===== src/rtl/audio_pkg.sv =====
// Shared widths, divider constants, mixer state encoding and the saturation
// helper used by the audio mixer and its I2S transmitter.
package audio_pkg;

  localparam int NUM_CH_DEF    = 4;
  localparam int SAMPLE_W_DEF  = 16;
  localparam int GAIN_W_DEF    = 4;
  localparam int MCLK_LOG2_DEF = 2;
  localparam int SCK_LOG2_DEF  = 4;
  localparam int LRCK_LOG2_DEF = 9;

  // Mixer sequencing: wait for the frame start, walk the voices, clamp once.
  typedef enum logic [1:0] {
    MIX_IDLE = 2'd0,
    MIX_ACC  = 2'd1,
    MIX_SAT  = 2'd2
  } mix_state_e;

  // Clamp a signed value into the range of a signed word of 'width' bits.
  function automatic logic signed [63:0] sat_signed(input logic signed [63:0] value,
                                                    input int width);
    logic signed [63:0] max_v;
    logic signed [63:0] min_v;
    max_v = (64'sd1 <<< (width - 1)) - 64'sd1;
    min_v = -(64'sd1 <<< (width - 1));
    if (value > max_v) begin
      return max_v;
    end
    if (value < min_v) begin
      return min_v;
    end
    return value;
  endfunction

endpackage


===== src/rtl/i2s_tx.sv =====
// I2S transmitter: free-running frame divider, frame-start pulse, frame latch
// of the pending stereo words and the MSB-first serial shifter with the
// standard one-bit-clock delay after the LR clock edge.
module i2s_tx
  import audio_pkg::*;
#(
  parameter int SAMPLE_W  = SAMPLE_W_DEF,
  parameter int MCLK_LOG2 = MCLK_LOG2_DEF,
  parameter int SCK_LOG2  = SCK_LOG2_DEF,
  parameter int LRCK_LOG2 = LRCK_LOG2_DEF
) (
  input  logic                clk,
  input  logic                rst,
  input  logic [SAMPLE_W-1:0] pend_l,
  input  logic [SAMPLE_W-1:0] pend_r,
  input  logic                pend_clip,
  output logic                sample_req,
  output logic                clip_flag,
  output logic                mclk,
  output logic                lrck,
  output logic                sck,
  output logic                sdin
);

  localparam int SLOT_W = LRCK_LOG2 - SCK_LOG2;
  localparam int BIT_W  = $clog2(SAMPLE_W);

  logic [LRCK_LOG2-1:0] div_cnt;
  logic [SAMPLE_W-1:0]  tx_l;
  logic [SAMPLE_W-1:0]  tx_r;
  logic [SLOT_W-1:0]    next_slot;
  logic [BIT_W-1:0]     bit_idx;
  logic                 next_bit;
  logic                 frame_end;
  logic                 sck_fall;

  // All audio clocks are plain divider bits, so they come straight off flops.
  assign mclk = div_cnt[MCLK_LOG2-1];
  assign sck  = div_cnt[SCK_LOG2-1];
  assign lrck = div_cnt[LRCK_LOG2-1];

  // Frame-start pulse: upstream voices advance by one sample per pulse.
  assign sample_req = rst && (div_cnt == '0);

  assign frame_end = &div_cnt;
  assign sck_fall  = &div_cnt[SCK_LOG2-1:0];
  assign next_slot = div_cnt[LRCK_LOG2-1:SCK_LOG2] + SLOT_W'(1);

  // Bit for the slot about to start. Slots 1..SAMPLE_W carry the left word
  // MSB first, the rest carry the right word; slot 0 still holds the LSB of
  // the outgoing right word because the latch happens on the same edge.
  // Negating the slot number gives the bit position in both halves.
  always_comb begin
    bit_idx = BIT_W'(SLOT_W'(0) - next_slot);
    if ((next_slot != '0) && (next_slot <= SLOT_W'(SAMPLE_W))) begin
      next_bit = tx_l[bit_idx];
    end else begin
      next_bit = tx_r[bit_idx];
    end
  end

  // Free-running frame divider.
  always_ff @(posedge clk) begin
    if (!rst) begin
      div_cnt <= '0;
    end else begin
      div_cnt <= div_cnt + LRCK_LOG2'(1);
    end
  end

  // Frame latch: words and clip status change only at the frame boundary.
  always_ff @(posedge clk) begin
    if (!rst) begin
      tx_l      <= '0;
      tx_r      <= '0;
      clip_flag <= 1'b0;
    end else if (frame_end) begin
      tx_l      <= pend_l;
      tx_r      <= pend_r;
      clip_flag <= pend_clip;
    end
  end

  // Serial data changes only on the falling edge of the bit clock.
  always_ff @(posedge clk) begin
    if (!rst) begin
      sdin <= 1'b0;
    end else if (sck_fall) begin
      sdin <= next_bit;
    end
  end

endmodule


===== src/rtl/audio_mixer_i2s.sv =====
// Multi-voice mixer feeding an I2S DAC. Each frame the voices are walked one
// per cycle, scaled by their gain, summed into left/right accumulators
// according to routing, shifted back to unity, clamped and handed to the
// transmitter, which sends them in the following frame.
// Pacing: sample_req is a one-cycle pulse at frame start; there is no
// back-pressure, upstream must hold each voice stable until it is captured.
module audio_mixer_i2s
  import audio_pkg::*;
#(
  parameter int NUM_CH    = NUM_CH_DEF,
  parameter int SAMPLE_W  = SAMPLE_W_DEF,
  parameter int GAIN_W    = GAIN_W_DEF,
  parameter int MCLK_LOG2 = MCLK_LOG2_DEF,
  parameter int SCK_LOG2  = SCK_LOG2_DEF,
  parameter int LRCK_LOG2 = LRCK_LOG2_DEF
) (
  input  logic                       clk,
  input  logic                       rst,
  input  logic [NUM_CH*SAMPLE_W-1:0] ch_sample,
  input  logic [NUM_CH-1:0]          ch_valid,
  input  logic [NUM_CH*GAIN_W-1:0]   ch_gain,
  input  logic [2*NUM_CH-1:0]        ch_route,
  input  logic                       master_mute,
  output logic                       sample_req,
  output logic                       clip_flag,
  output logic                       audio_mclk,
  output logic                       audio_lrck,
  output logic                       audio_sck,
  output logic                       audio_sdin
);

  localparam int PROD_W = SAMPLE_W + GAIN_W + 1;
  localparam int ACC_W  = PROD_W + $clog2(NUM_CH);
  localparam int IDX_W  = (NUM_CH > 1) ? $clog2(NUM_CH) : 1;

  // Elaboration-time guards on the parameter set.
  if ((NUM_CH < 1) || (NUM_CH > 8)) begin : g_bad_num_ch
    $error("audio_mixer_i2s: NUM_CH must be 1..8");
  end
  if (SAMPLE_W != 2 ** (LRCK_LOG2 - SCK_LOG2 - 1)) begin : g_bad_sample_w
    $error("audio_mixer_i2s: SAMPLE_W must fill one half frame of bit clocks");
  end
  if (NUM_CH + 2 >= 2 ** LRCK_LOG2) begin : g_bad_frame
    $error("audio_mixer_i2s: mixing does not fit in one frame");
  end

  mix_state_e                  mix_state;
  logic [IDX_W-1:0]            ch_idx;
  logic signed [ACC_W-1:0]     acc_l;
  logic signed [ACC_W-1:0]     acc_r;
  logic signed [ACC_W-1:0]     mix_l;
  logic signed [ACC_W-1:0]     mix_r;
  logic                        clip_l;
  logic                        clip_r;
  logic signed [PROD_W-1:0]    prod;
  logic [SAMPLE_W-1:0]         pend_l;
  logic [SAMPLE_W-1:0]         pend_r;
  logic                        pend_clip;

  logic signed [SAMPLE_W-1:0]  smp   [NUM_CH];
  logic [GAIN_W-1:0]           gain  [NUM_CH];
  logic                        use_l [NUM_CH];
  logic                        use_r [NUM_CH];

  // Per-voice views of the flat input buses.
  for (genvar k = 0; k < NUM_CH; k++) begin : g_unpack
    assign smp[k]   = ch_sample[k*SAMPLE_W +: SAMPLE_W];
    assign gain[k]  = ch_gain[k*GAIN_W +: GAIN_W];
    assign use_l[k] = ch_valid[k] & ch_route[2*k];
    assign use_r[k] = ch_valid[k] & ch_route[2*k+1];
  end

  // Scaled contribution of the voice selected this cycle (signed x unsigned).
  always_comb begin
    prod = $signed(PROD_W'(smp[ch_idx])) * $signed(PROD_W'(gain[ch_idx]));
  end

  // Undo the unity gain scaling and detect words that need clamping.
  always_comb begin
    mix_l  = acc_l >>> (GAIN_W - 1);
    mix_r  = acc_r >>> (GAIN_W - 1);
    clip_l = (sat_signed(64'(mix_l), SAMPLE_W) != 64'(mix_l));
    clip_r = (sat_signed(64'(mix_r), SAMPLE_W) != 64'(mix_r));
  end

  // Mixer sequencer: accumulate one voice per cycle, then clamp into pending.
  always_ff @(posedge clk) begin
    if (!rst) begin
      mix_state <= MIX_IDLE;
      ch_idx    <= '0;
      acc_l     <= '0;
      acc_r     <= '0;
      pend_l    <= '0;
      pend_r    <= '0;
      pend_clip <= 1'b0;
    end else begin
      case (mix_state)
        MIX_IDLE: begin
          if (sample_req) begin
            mix_state <= MIX_ACC;
            ch_idx    <= '0;
            acc_l     <= '0;
            acc_r     <= '0;
          end
        end
        MIX_ACC: begin
          if (use_l[ch_idx]) begin
            acc_l <= acc_l + ACC_W'(prod);
          end
          if (use_r[ch_idx]) begin
            acc_r <= acc_r + ACC_W'(prod);
          end
          if (ch_idx == IDX_W'(NUM_CH - 1)) begin
            mix_state <= MIX_SAT;
          end else begin
            ch_idx <= ch_idx + IDX_W'(1);
          end
        end
        MIX_SAT: begin
          mix_state <= MIX_IDLE;
          if (master_mute) begin
            pend_l    <= '0;
            pend_r    <= '0;
            pend_clip <= 1'b0;
          end else begin
            pend_l    <= SAMPLE_W'(sat_signed(64'(mix_l), SAMPLE_W));
            pend_r    <= SAMPLE_W'(sat_signed(64'(mix_r), SAMPLE_W));
            pend_clip <= clip_l | clip_r;
          end
        end
        default: begin
          mix_state <= MIX_IDLE;
        end
      endcase
    end
  end

  i2s_tx #(
    .SAMPLE_W  (SAMPLE_W),
    .MCLK_LOG2 (MCLK_LOG2),
    .SCK_LOG2  (SCK_LOG2),
    .LRCK_LOG2 (LRCK_LOG2)
  ) u_i2s_tx (
    .clk        (clk),
    .rst        (rst),
    .pend_l     (pend_l),
    .pend_r     (pend_r),
    .pend_clip  (pend_clip),
    .sample_req (sample_req),
    .clip_flag  (clip_flag),
    .mclk       (audio_mclk),
    .lrck       (audio_lrck),
    .sck        (audio_sck),
    .sdin       (audio_sdin)
  );

endmodule


===== config.mk =====
export PLATFORM = sky130hd
export DESIGN_NAME = audio_mixer_i2s
export DESIGN_NICKNAME = d
export VERILOG_FILES = /design/src/rtl/audio_pkg.sv /design/src/rtl/i2s_tx.sv /design/src/rtl/audio_mixer_i2s.sv
export SDC_FILE = /design/constraint.sdc
export NUM_CORES = 1
export LEC_CHECK = 0
export CAP_MARGIN = 15
export CORE_MARGIN = 2
export CORE_UTILIZATION = 50
export DETAILED_ROUTE_END_ITERATION = 8
export DONT_BUFFER_PORTS = 1
export MAX_ROUTING_LAYER = met4
export SETUP_SLACK_MARGIN = 0.2
export SLEW_MARGIN = 10
export SYNTH_ARGS = -nofsm -noshare
export SYNTH_HDL_FRONTEND = slang
export SYNTH_SLANG_ARGS = --single-unit

===== constraint.sdc =====
create_clock -name clk -period 10.4 [get_ports clk]
set_input_delay 1.56 -clock clk [delete_from_list [all_inputs] [get_ports clk]]
set_output_delay 1.56 -clock clk [all_outputs]
set_load 0.005 [all_outputs]

# Word-level counts from Yosys, hierarchy flattened
# Index checks and enable logic that the tools add are counted.
# classes
mux	63
reduce_logical	12
magnitude_cmp	7
mul	1
eq_ne	10
n_bitwise	10
n_addsub	6
# ops
op	n
$mux 64	8
$mux 16	8
$ne 64x20->1	2
$pmux 23 s2	2
$mux 23	3
$add 23x21->23	2
$gt 20x16->1 const B	2
$lt 20x16->1 const B	2
$bmux 16 s2	1
$mux 1	28
$mul 16x5->21	1
$ne 2x2->1 const B	5
$add 9x1->9 const B	1
$logic_not 9->1	1
$reduce_and 3->1	3
$reduce_and 9->1	1
$and 1x1->1	8
$bmux 1 s4	2
$bmux 4 s2	1
$mux 2	4
$mux 4	2
$pmux 2 s2	2
$add 5x1->5 const B	1
$le 5x5->1 const B	1
other kinds (15)	18
# totals
output_inout_bits	6
regBits	126
elab_cells	121

# Longest topological paths before layout
# Gate-level depths: netlist (run 1).
# logic_depth
ltp_word	12
mapped_depth	31
depth_no_buf	28

# Cells and area by module
# From an unflattened synthesis (run 1), not the netlist that was laid out.
# hier_totals
hier_cells	1217
hier_area_um2	10686.5
# modules_own_cells
mod	seq_area_each_um2	area_each_um2	n_inst	cells_per_inst
audio_mixer_i2s	1661.6	8514.4	1	1023
i2s_tx	860.8	2172.1	1	194

# Least setup slack after synthesis (run 1)
# OpenSTA, ideal clock, no wires.
# synth_timing
kind	input -> register
start	in ch_gain[14]
end	reg acc_l[22]
arrival_time_ns	7.187
setup_ns	0.120
setup_slack_ns	3.093
n_path_buf	1
stages	27
cell_sequence	mux4_2 > clkbuf_1 > and2_1 > ha_1 > fa_1 > inv_1 > fa_1 > inv_1 > ha_1 > or3_1 > a211oi_1 > or3_4 > nand3_1 > o21ai_0 > nand2b_1 > xor2_1 > ha_1 > a21oi_1 > o21ai_0 > a21o_1 > nand2_1 > nand2b_1 > a211o_1 > o2111ai_1 > a211oi_1 > o21a_1 > a211o_1
# synth_via
elab_chain_cells	7
# synth_rtl
element	line	source
start: declaration	audio_mixer_i2s.sv:21	input logic [NUM_CH*GAIN_W-1:0] ch_gain,
$bmux 4 s2	audio_mixer_i2s.sv:75	prod = $signed(PROD_W'(smp[ch_idx])) * $signed(PROD_W'(gain[ch_idx]));
$mux 4 (implied by the code) (2 in series)	audio_mixer_i2s.sv:75	
$mul 16x5->21	audio_mixer_i2s.sv:75	
$add 23x21->23	audio_mixer_i2s.sv:108	acc_l <= acc_l + ACC_W'(prod);
$mux 23	audio_mixer_i2s.sv:107	if (use_l[ch_idx]) begin
$pmux 23 s2	audio_mixer_i2s.sv:97	case (mix_state)
end signal: assignment	audio_mixer_i2s.sv:108	
end: declaration	audio_mixer_i2s.sv:49	logic signed [ACC_W-1:0] acc_l;
# Every way passes these cells. The select of a mux whose other input is x is not followed.
# A chain may end at the register's enable or synchronous reset.

# Worst setup path in the final report (run 1)
# layout_timing
start	in ch_gain[14]
end	reg acc_r[22]
# layout_via
elab_chain_cells	7
# layout_rtl
element	line	source
$bmux 4 s2	audio_mixer_i2s.sv:75	
$mux 4 (implied by the code) (2 in series)	audio_mixer_i2s.sv:75	
$mul 16x5->21	audio_mixer_i2s.sv:75	
$add 23x21->23	audio_mixer_i2s.sv:111	acc_r <= acc_r + ACC_W'(prod);
$mux 23	audio_mixer_i2s.sv:110	if (use_r[ch_idx]) begin
$pmux 23 s2	audio_mixer_i2s.sv:97	
end signal: assignment	audio_mixer_i2s.sv:111	
end: declaration	audio_mixer_i2s.sv:50	logic signed [ACC_W-1:0] acc_r;
# Every way passes these cells. The select of a mux whose other input is x is not followed.

==> out/metrics.csv, run 1 <==
stage,metric,value,unit
yosys,synth_cell_types,68,
critical_path,end_kind,flop,
floorplan,initial_utilization,50.8,%
global_routing,antenna_found_initial,1,
yosys,yosys_warnings,0,
yosys,synthFlopType,dfxtp_1,
critical_path,r2r_setup_slack,3.14,ns
routing,postRouteAntennaNets,0,
routing,drcViolationCount,0,
layout,seq_area,2520,um2
critical_path,arrival,7.71,ns
layout,final_cell_mix,"nor2_1, inv_1, dfxtp_1, ha_1, nand2_1",
critical_path,path_max_fanout,16,
sta,slew_headroom,28.2,%
hold_path,hold_path_startpoint,acc_l[0],
sta,hold_viol,0,
critical_path,crit_path_max_incr_delay,0.59,ns
sta,tightest_slew,1.08,ns
layout,fin_util,54.5,%
sta,slew_viol_final,0,
critical_path,r2r_start,ch_idx[0],
global_routing,grt_overflow,0,
critical_path,critPathSlowestCell,mux4_2,
clock_network,cts_tree,built,
placement,place_congestion,0.842,
critical_path,crit_family,adder cells,
clock_network,htreeDepth,4,
hold_path,hold_path.class,flop to flop,
critical_path,r2r_cells,25,
yosys,syn_inst,1227,
placement,dp.final_hpwl,17500,um
sta,whs,0.457,ns
global_routing,grt_pass1_wl,38600,um
layout,multi_input_area,7080,um2
clock_network,clk_pin_slew,0.06,ns
routing,avgRoutedWirePerCell,15.1,um
yosys,yosysSeqAreaShare,24.5,%
floorplan,design.die.area,21700,um2
critical_path,crit_path_start,ch_gain[14],
yosys,syn-num-nets,1449,
global_routing,met3_usage,2.87,%
clock_network,clk_path_buf_depth,2,
yosys,synth_edf_count,0,
sta,setup_tns,0,ns
layout,filler_cell_count,1924,
power_and_ir_drop,p_per_area,230,nW/um2
global_routing,grt_max_degree,75,
clock_network,clk_latency,0.41,ns
floorplan,fp.dieH,147,um
placement,io_buffers,0,
routing,finalWirelength,22300,um
routing,dr.first_iter.drc_count,337,
floorplan,core,20200,um2
floorplan,row_count,52,
critical_path,timing.critical_path.buf_inv,3,
yosys,synth_seq_cells,126,
layout,area_growth,7.30,%
outcome,status,"complete, no violations",
power_and_ir_drop,finalPower,2.53,mW
yosys,syn-cell-area,10300,um2
global_routing,met1_usage,28.5,%
layout,n_antenna_cell,0,
yosys,avgSynthCellArea,8.38,um2
run,cap_violations,0,
routing,drt_first_pass_iters,5,
critical_path,required,10.72,ns
sta,rsz0062_at_grt,no,
power_and_ir_drop,ir_worst_vdd,0.123,mV
critical_path,worstSetupStartpointType,input pin,
sta,fin_crit_sh,71.0,%
hold_path,holdPathEnd,acc_l[0],
global_routing,use_met2,36.6,%
critical_path,worstSetupPathType,input pin to flop,
routing,vias,8130,
clock_network,cts_hold_buffers,0,
layout,fin_cells,1479,
layout,mostFrequentLayoutCell,nor2_1,
sta,setup_viol,0,
routing,vias_per_cell,5.50,
yosys,async_flop_share,0,%
clock_network,post_cts_buffers,0,
layout,finalNetCount,1422,
global_routing,grt_pass1_vias,8164,
critical_path,timing.rr.end,acc_r[22],
placement,dp.cells,1451,
floorplan,io_pins,101,
global_routing,busiest_layer,met2,
sta,period_needed,7.38,ns
floorplan,die_w,147,um
hold_path,whs_path_depth,2,
clock_network,cts_root_buf,clkbuf_16,
clock_network,cts.sinks,126,
layout,drive_gt1_share,7.20,%
clock_network,cts_made_buffers,17,
sta,fmax,135,MHz
sta,finClkSkew,0.0123,ns
power_and_ir_drop,power_leakage,4.59,nW
global_routing,grtUsageTotal,22.1,%
clock_network,post_cts_resized,0,
-- routing by layer --
layer / wire length (um) / vias up
met5: 0 / -
met4: 395 / 0
met3: 812 / 19
met2: 10500 / 163
met1: 10600 / 3735
li1: - / 4213
-- report_power, final --
group	internal (mW)	switching (mW)
Clock	0.352	0.205
Combinational	0.603	0.854
Sequential	0.498	0.0228
Total	1.45	1.08
-- synthesized netlist by cell type, drive strengths merged (2+ instances only) --
master | count | area [um2]
mux4 | 30 | 676
dfxtp | 126 | 2520
o31ai | 7 | 57.6
and4 | 3 | 26.3
mux2i | 35 | 350
o31a | 3 | 27.5
clkbuf | 45 | 169
a31oi | 9 | 56.3
nand2b | 12 | 75.1
buf | 9 | 43.8
a21o | 18 | 135
nand4 | 11 | 83.8
o21a | 13 | 98.9
and3 | 13 | 81.3
o2111ai | 2 | 17.5
nor3 | 23 | 115
fa | 35 | 701
or3 | 8 | 55.1
nand3b | 2 | 15.0
a211oi | 6 | 50.1
o211ai | 8 | 65.1
inv | 129 | 484
o21ai | 55 | 275
nand3 | 39 | 213
o41ai | 3 | 26.3
xnor2 | 37 | 324
nor4 | 13 | 81.3
o22ai | 2 | 12.5
xor2 | 18 | 158
a22oi | 36 | 270
nor2b | 8 | 57.6
a211o | 2 | 17.5
a21oi | 76 | 388
o21bai | 7 | 52.6
nand2 | 82 | 310
and2 | 56 | 350
ha | 92 | 1150
nor2 | 140 | 528
-- flip-flops by register name (all words and copies together), names as in the netlist --
name,cells
pend_r,16
acc_l,23
u_i2s_tx.div_cnt,9
u_i2s_tx.clip_flag,1
ch_idx,2
acc_r,23
u_i2s_tx.tx_r,16
pend_l,16
mix_state,2
pend_clip,1
u_i2s_tx.tx_l,16
u_i2s_tx.sdin,1
-- cell type report --
class | instances | share of cell area (%)
multi-input combinational | 918 | 64.2
sequential | 126 | 22.9
inverter | 129 | 4.40
clock buffer | 21 | 4.08
tap | 270 | 3.06
clock inverter | 7 | 0.839
timing repair buffer | 8 | 0.544
-- how the worst max path moves through the flow --
stage          slack [ns]        end  cells after the start
4_1_cts              3.02  acc_r[22]                     25
3_5_place_dp         2.60  acc_r[22]                     25
2_1_floorplan        3.09  acc_l[22]                     27
5_1_grt              2.54  acc_r[22]                     25
3_3_place_gp         2.66  acc_r[22]                     25
6_report             3.02  acc_r[22]                     25
-- cells by family after synthesis --
| group | count (synthesis) | share of synthesized area (%) |
|---|---|---|
| buffers and inverters | 183 | 6.78 |
| AOI/OAI and AO/OA | 257 | 16.2 |
| adders and majority gates | 127 | 18.0 |
| xor gates and xnor gates | 56 | 4.90 |
| muxes | 65 | 9.98 |
| DFF | 126 | 24.5 |
| and+or+nand+nor | 413 | 19.6 |
-- worst min-delay path, delay by kind of cell (launching register included) --
| kind | cells | cell delay (ns) |
|---|---|---|
| AO/OA/AOI/OAI | 1 | 0.05 |
| flip-flops | 1 | 0.31 |
| AND/OR/NAND/NOR | 1 | 0.05 |
-- per-stage QoR --
step	worst slack, ns	area [um2]
global route	2.54	11000
floorplan	3.09	10300
global placement	2.66	10500
finish	3.02	11000
CTS	3.02	11000
detailed placement	2.60	10500
No activity file was read; power rests on OpenSTA's default activity.
==> run 2, diff against run 1 <==
--- a/config.mk
+++ b/config.mk
@@ -11,6 +11,7 @@
 export DETAILED_ROUTE_END_ITERATION = 8
 export DONT_BUFFER_PORTS = 1
 export MAX_ROUTING_LAYER = met4
+export PLACE_DENSITY = 0.68
 export SETUP_SLACK_MARGIN = 0.2
 export SLEW_MARGIN = 10
 export SYNTH_ARGS = -nofsm -noshare
==> constraint.sdc (replaced) <==
create_clock -name clk -period 5.95 [get_ports clk]
set_input_delay 0.8925 -clock clk [delete_from_list [all_inputs] [get_ports clk]]
set_output_delay 0.8925 -clock clk [all_outputs]
set_load 0.005 [all_outputs]
==> out/metrics.csv, run 2 (synthesized netlist as in run 1, its figures left out) <==
stage,metric,value,unit,change
sta,setup_viol,2,,+2
floorplan,io_pins,101,,unchanged
clock_network,cts_tree,built,,
sta,fin_crit_sh,102,%,
placement,pre_cts_slack,-0.637,ns,-3.23 ns
global_routing,grt_max_degree,75,,unchanged
outcome,failed_checks,setup timing,,
clock_network,cts_root_buf,clkbuf_16,,
routing,drcViolationCount,0,,unchanged
sta,period_needed,6.07,ns,
critical_path,crit_path_max_incr_delay,0.51,ns,-0.08 ns
sta,fmax,165,MHz,
placement,io_buffers,0,,unchanged
critical_path,worstSetupPathType,flop to flop,,
routing,vias,9260,,+14%
global_routing,grt_pass1_wl,42400,um,+9.8%
layout,fin_cells,1672,,+13%
global_routing,grtUsageTotal,24.4,%,+2.2 points
layout,final_cell_mix,"buf_4, nor2_1, dfxtp_1, inv_1, nand2_1",,
critical_path,r2r_start,ch_idx[0],,
critical_path,critical_path_depth,28,,+12%
floorplan,die_w,147,um,unchanged
layout,n_antenna_cell,0,,unchanged
clock_network,cts.sinks,126,,unchanged
run,cap_violations,0,,unchanged
power_and_ir_drop,power_leakage,5.70,nW,+24%
placement,post_dp_cell_area,11900,um2,+13%
layout,multi_input_area,7850,um2,+11%
sta,slew_headroom,29.7,%,+1.5 points
layout,area_growth,30.2,%,
critical_path,critPathSlowestCell,mux4_2,,
layout,top_regs,"acc_l x23, acc_r x23",,
floorplan,row_count,52,,unchanged
floorplan,core,20200,um2,unchanged
layout,drive_gt1_share,28.6,%,+21 points
global_routing,grt_overflow,0,,unchanged
hold_path,whs_path_depth,2,,unchanged
floorplan,fp.dieH,147,um,unchanged
sta,slew_viol_final,0,,unchanged
clock_network,clk_pin_slew,0.06,ns,about the same
placement,dp.cells,1614,,+11%
layout,fin_util,66.2,%,+12 points
power_and_ir_drop,ir_worst_vdd,0.264,mV,+110%
routing,postRouteAntennaNets,0,,unchanged
layout,seq_area,2530,um2,about the same
clock_network,clk_latency,0.42,ns,about the same
floorplan,design.die.area,21700,um2,unchanged
layout,filler_cell_count,1556,,-19%
placement,place_congestion,0.917,,+8.8%
layout,mostFrequentLayoutCell,buf_4,,
critical_path,timing.critical_path.buf_inv,6,,+3
placement,dp.final_hpwl,18800,um,+7.4%
floorplan,initial_utilization,50.8,%,unchanged
layout,finalNetCount,1612,,+13%
clock_network,clk_path_buf_depth,2,,unchanged
clock_network,htreeDepth,4,,unchanged
sta,finClkSkew,0.00977,ns,-0.00252 ns
clock_network,cts_made_buffers,17,,unchanged
power_and_ir_drop,finalPower,6.28,mW,+150%
critical_path,r2r_setup_slack,-0.12,ns,-3.26 ns
critical_path,crit_family,adder cells,,
critical_path,cp_common_cell,buf_4,,
power_and_ir_drop,p_per_area,469,nW/um2,+100%
layout,final_cell_area,13400,um2,+21%
sta,tightest_slew,1.06,ns,-0.0219 ns
global_routing,antenna_found_initial,0,,-1
critical_path,crit_path_start,ch_idx[0],,
hold_path,hold_path_startpoint,acc_r[0],,
routing,finalWirelength,25700,um,+15%
routing,dr.first_iter.drc_count,323,,-4.2%
critical_path,path_max_fanout,7,,-9
routing,drt_first_pass_iters,5,,unchanged
critical_path,end_kind,flop,,
critical_path,required,6.26,ns,-4.46 ns
hold_path,holdPathEnd,acc_r[0],,
routing,vias_per_cell,5.54,,+0.75%
critical_path,timing.rr.end,acc_l[22],,
sta,setup_slack,-0.119,ns,-3.14 ns
hold_path,hold_path.class,flop to flop,,
sta,hold_viol,0,,unchanged
outcome,status,finished with violations,,
sta,rsz0062_at_grt,yes,,
critical_path,r2r_cells,28,,+12%
critical_path,worstSetupStartpointType,flop,,
critical_path,arrival,6.38,ns,-1.33 ns
routing,avgRoutedWirePerCell,15.4,um,+1.9%
global_routing,grt_pass1_vias,9204,,+13%
==> run 2: changes by cell type in the layout (fill, tap and decap cells not counted), moves of 10 or more <==
cell,previous run,this run
a21oi_1,74,51
a21oi_2,2,20
and2_1,56,45
and2_4,0,11
buf_4,8,181
buf_6,0,14
ha_1,91,64
ha_4,0,25
inv_1,128,116
inv_2,0,11
o21ai_0,54,44
==> run 2: worst max-delay path by stage <==
stage | end | slack [ns]
floorplan | acc_r[22] | -0.31
global placement | acc_r[22] | -0.52
detailed placement | acc_l[22] | -0.64
CTS | acc_l[22] | -0.18
global route | acc_l[22] | -0.40
finish | acc_l[22] | -0.12
==> run 2: stage by stage <==
step	hold WS (ns)	setup TNS, ns
floorplan	0.429	-0.583
global placement	0.446	-4.30
detailed placement	0.452	-5.28
CTS	0.460	-0.356
global route	0.487	-1.93
finish	0.460	-0.208
==> run 2: what timing repair did <==
item	in CTS	in global routing
cloned	0	0
endpoints found under the hold margin	0	0
hold buffers	0	0
gates resized for setup	63	69
pin swaps	56	70
endpoints found under the setup margin	17	23
buffers inserted	15	12
==> run 2: metal layers <==
metal / share of wire [%] / vias to the layer above / GRT usage (%) / wire length [um]
li1: - / 4597 / - / -
met1: 45 / 4417 / 29.7 / 11500
met2: 50 / 213 / 42.4 / 12700
met3: 3.8 / 33 / 2.93 / 965
met4: 1.9 / 0 / 7.69 / 501
met5: 0 / - / - / 0
==> run 2: area by class of cell <==
type	count	area share, %
multi-input cells	918	58.7
flip-flops and latches	126	18.9
repair buffers	198	11.7
well taps	270	2.52
clock inverters	8	0.785
clock buffers	23	3.79
inverters	129	3.64
==> run 2: power by group <==
group,switching [mW],internal [mW]
combinational,2.11,2.21
clock,0.378,0.681
sequential,0.0359,0.870
total,2.52,3.76
==> run 2: worst reg2reg max path: cells and delay by family (launching register included) <==
kind,cells,cell delay [ns]
and+or+nand+nor,7,0.99
adders and majority gates,5,1.84
DFF,1,0.43
muxes,1,0.51
AOI/OAI and AO/OA,8,1.41
xor gates and xnor gates,1,0.13
buffers and inverters,6,0.65
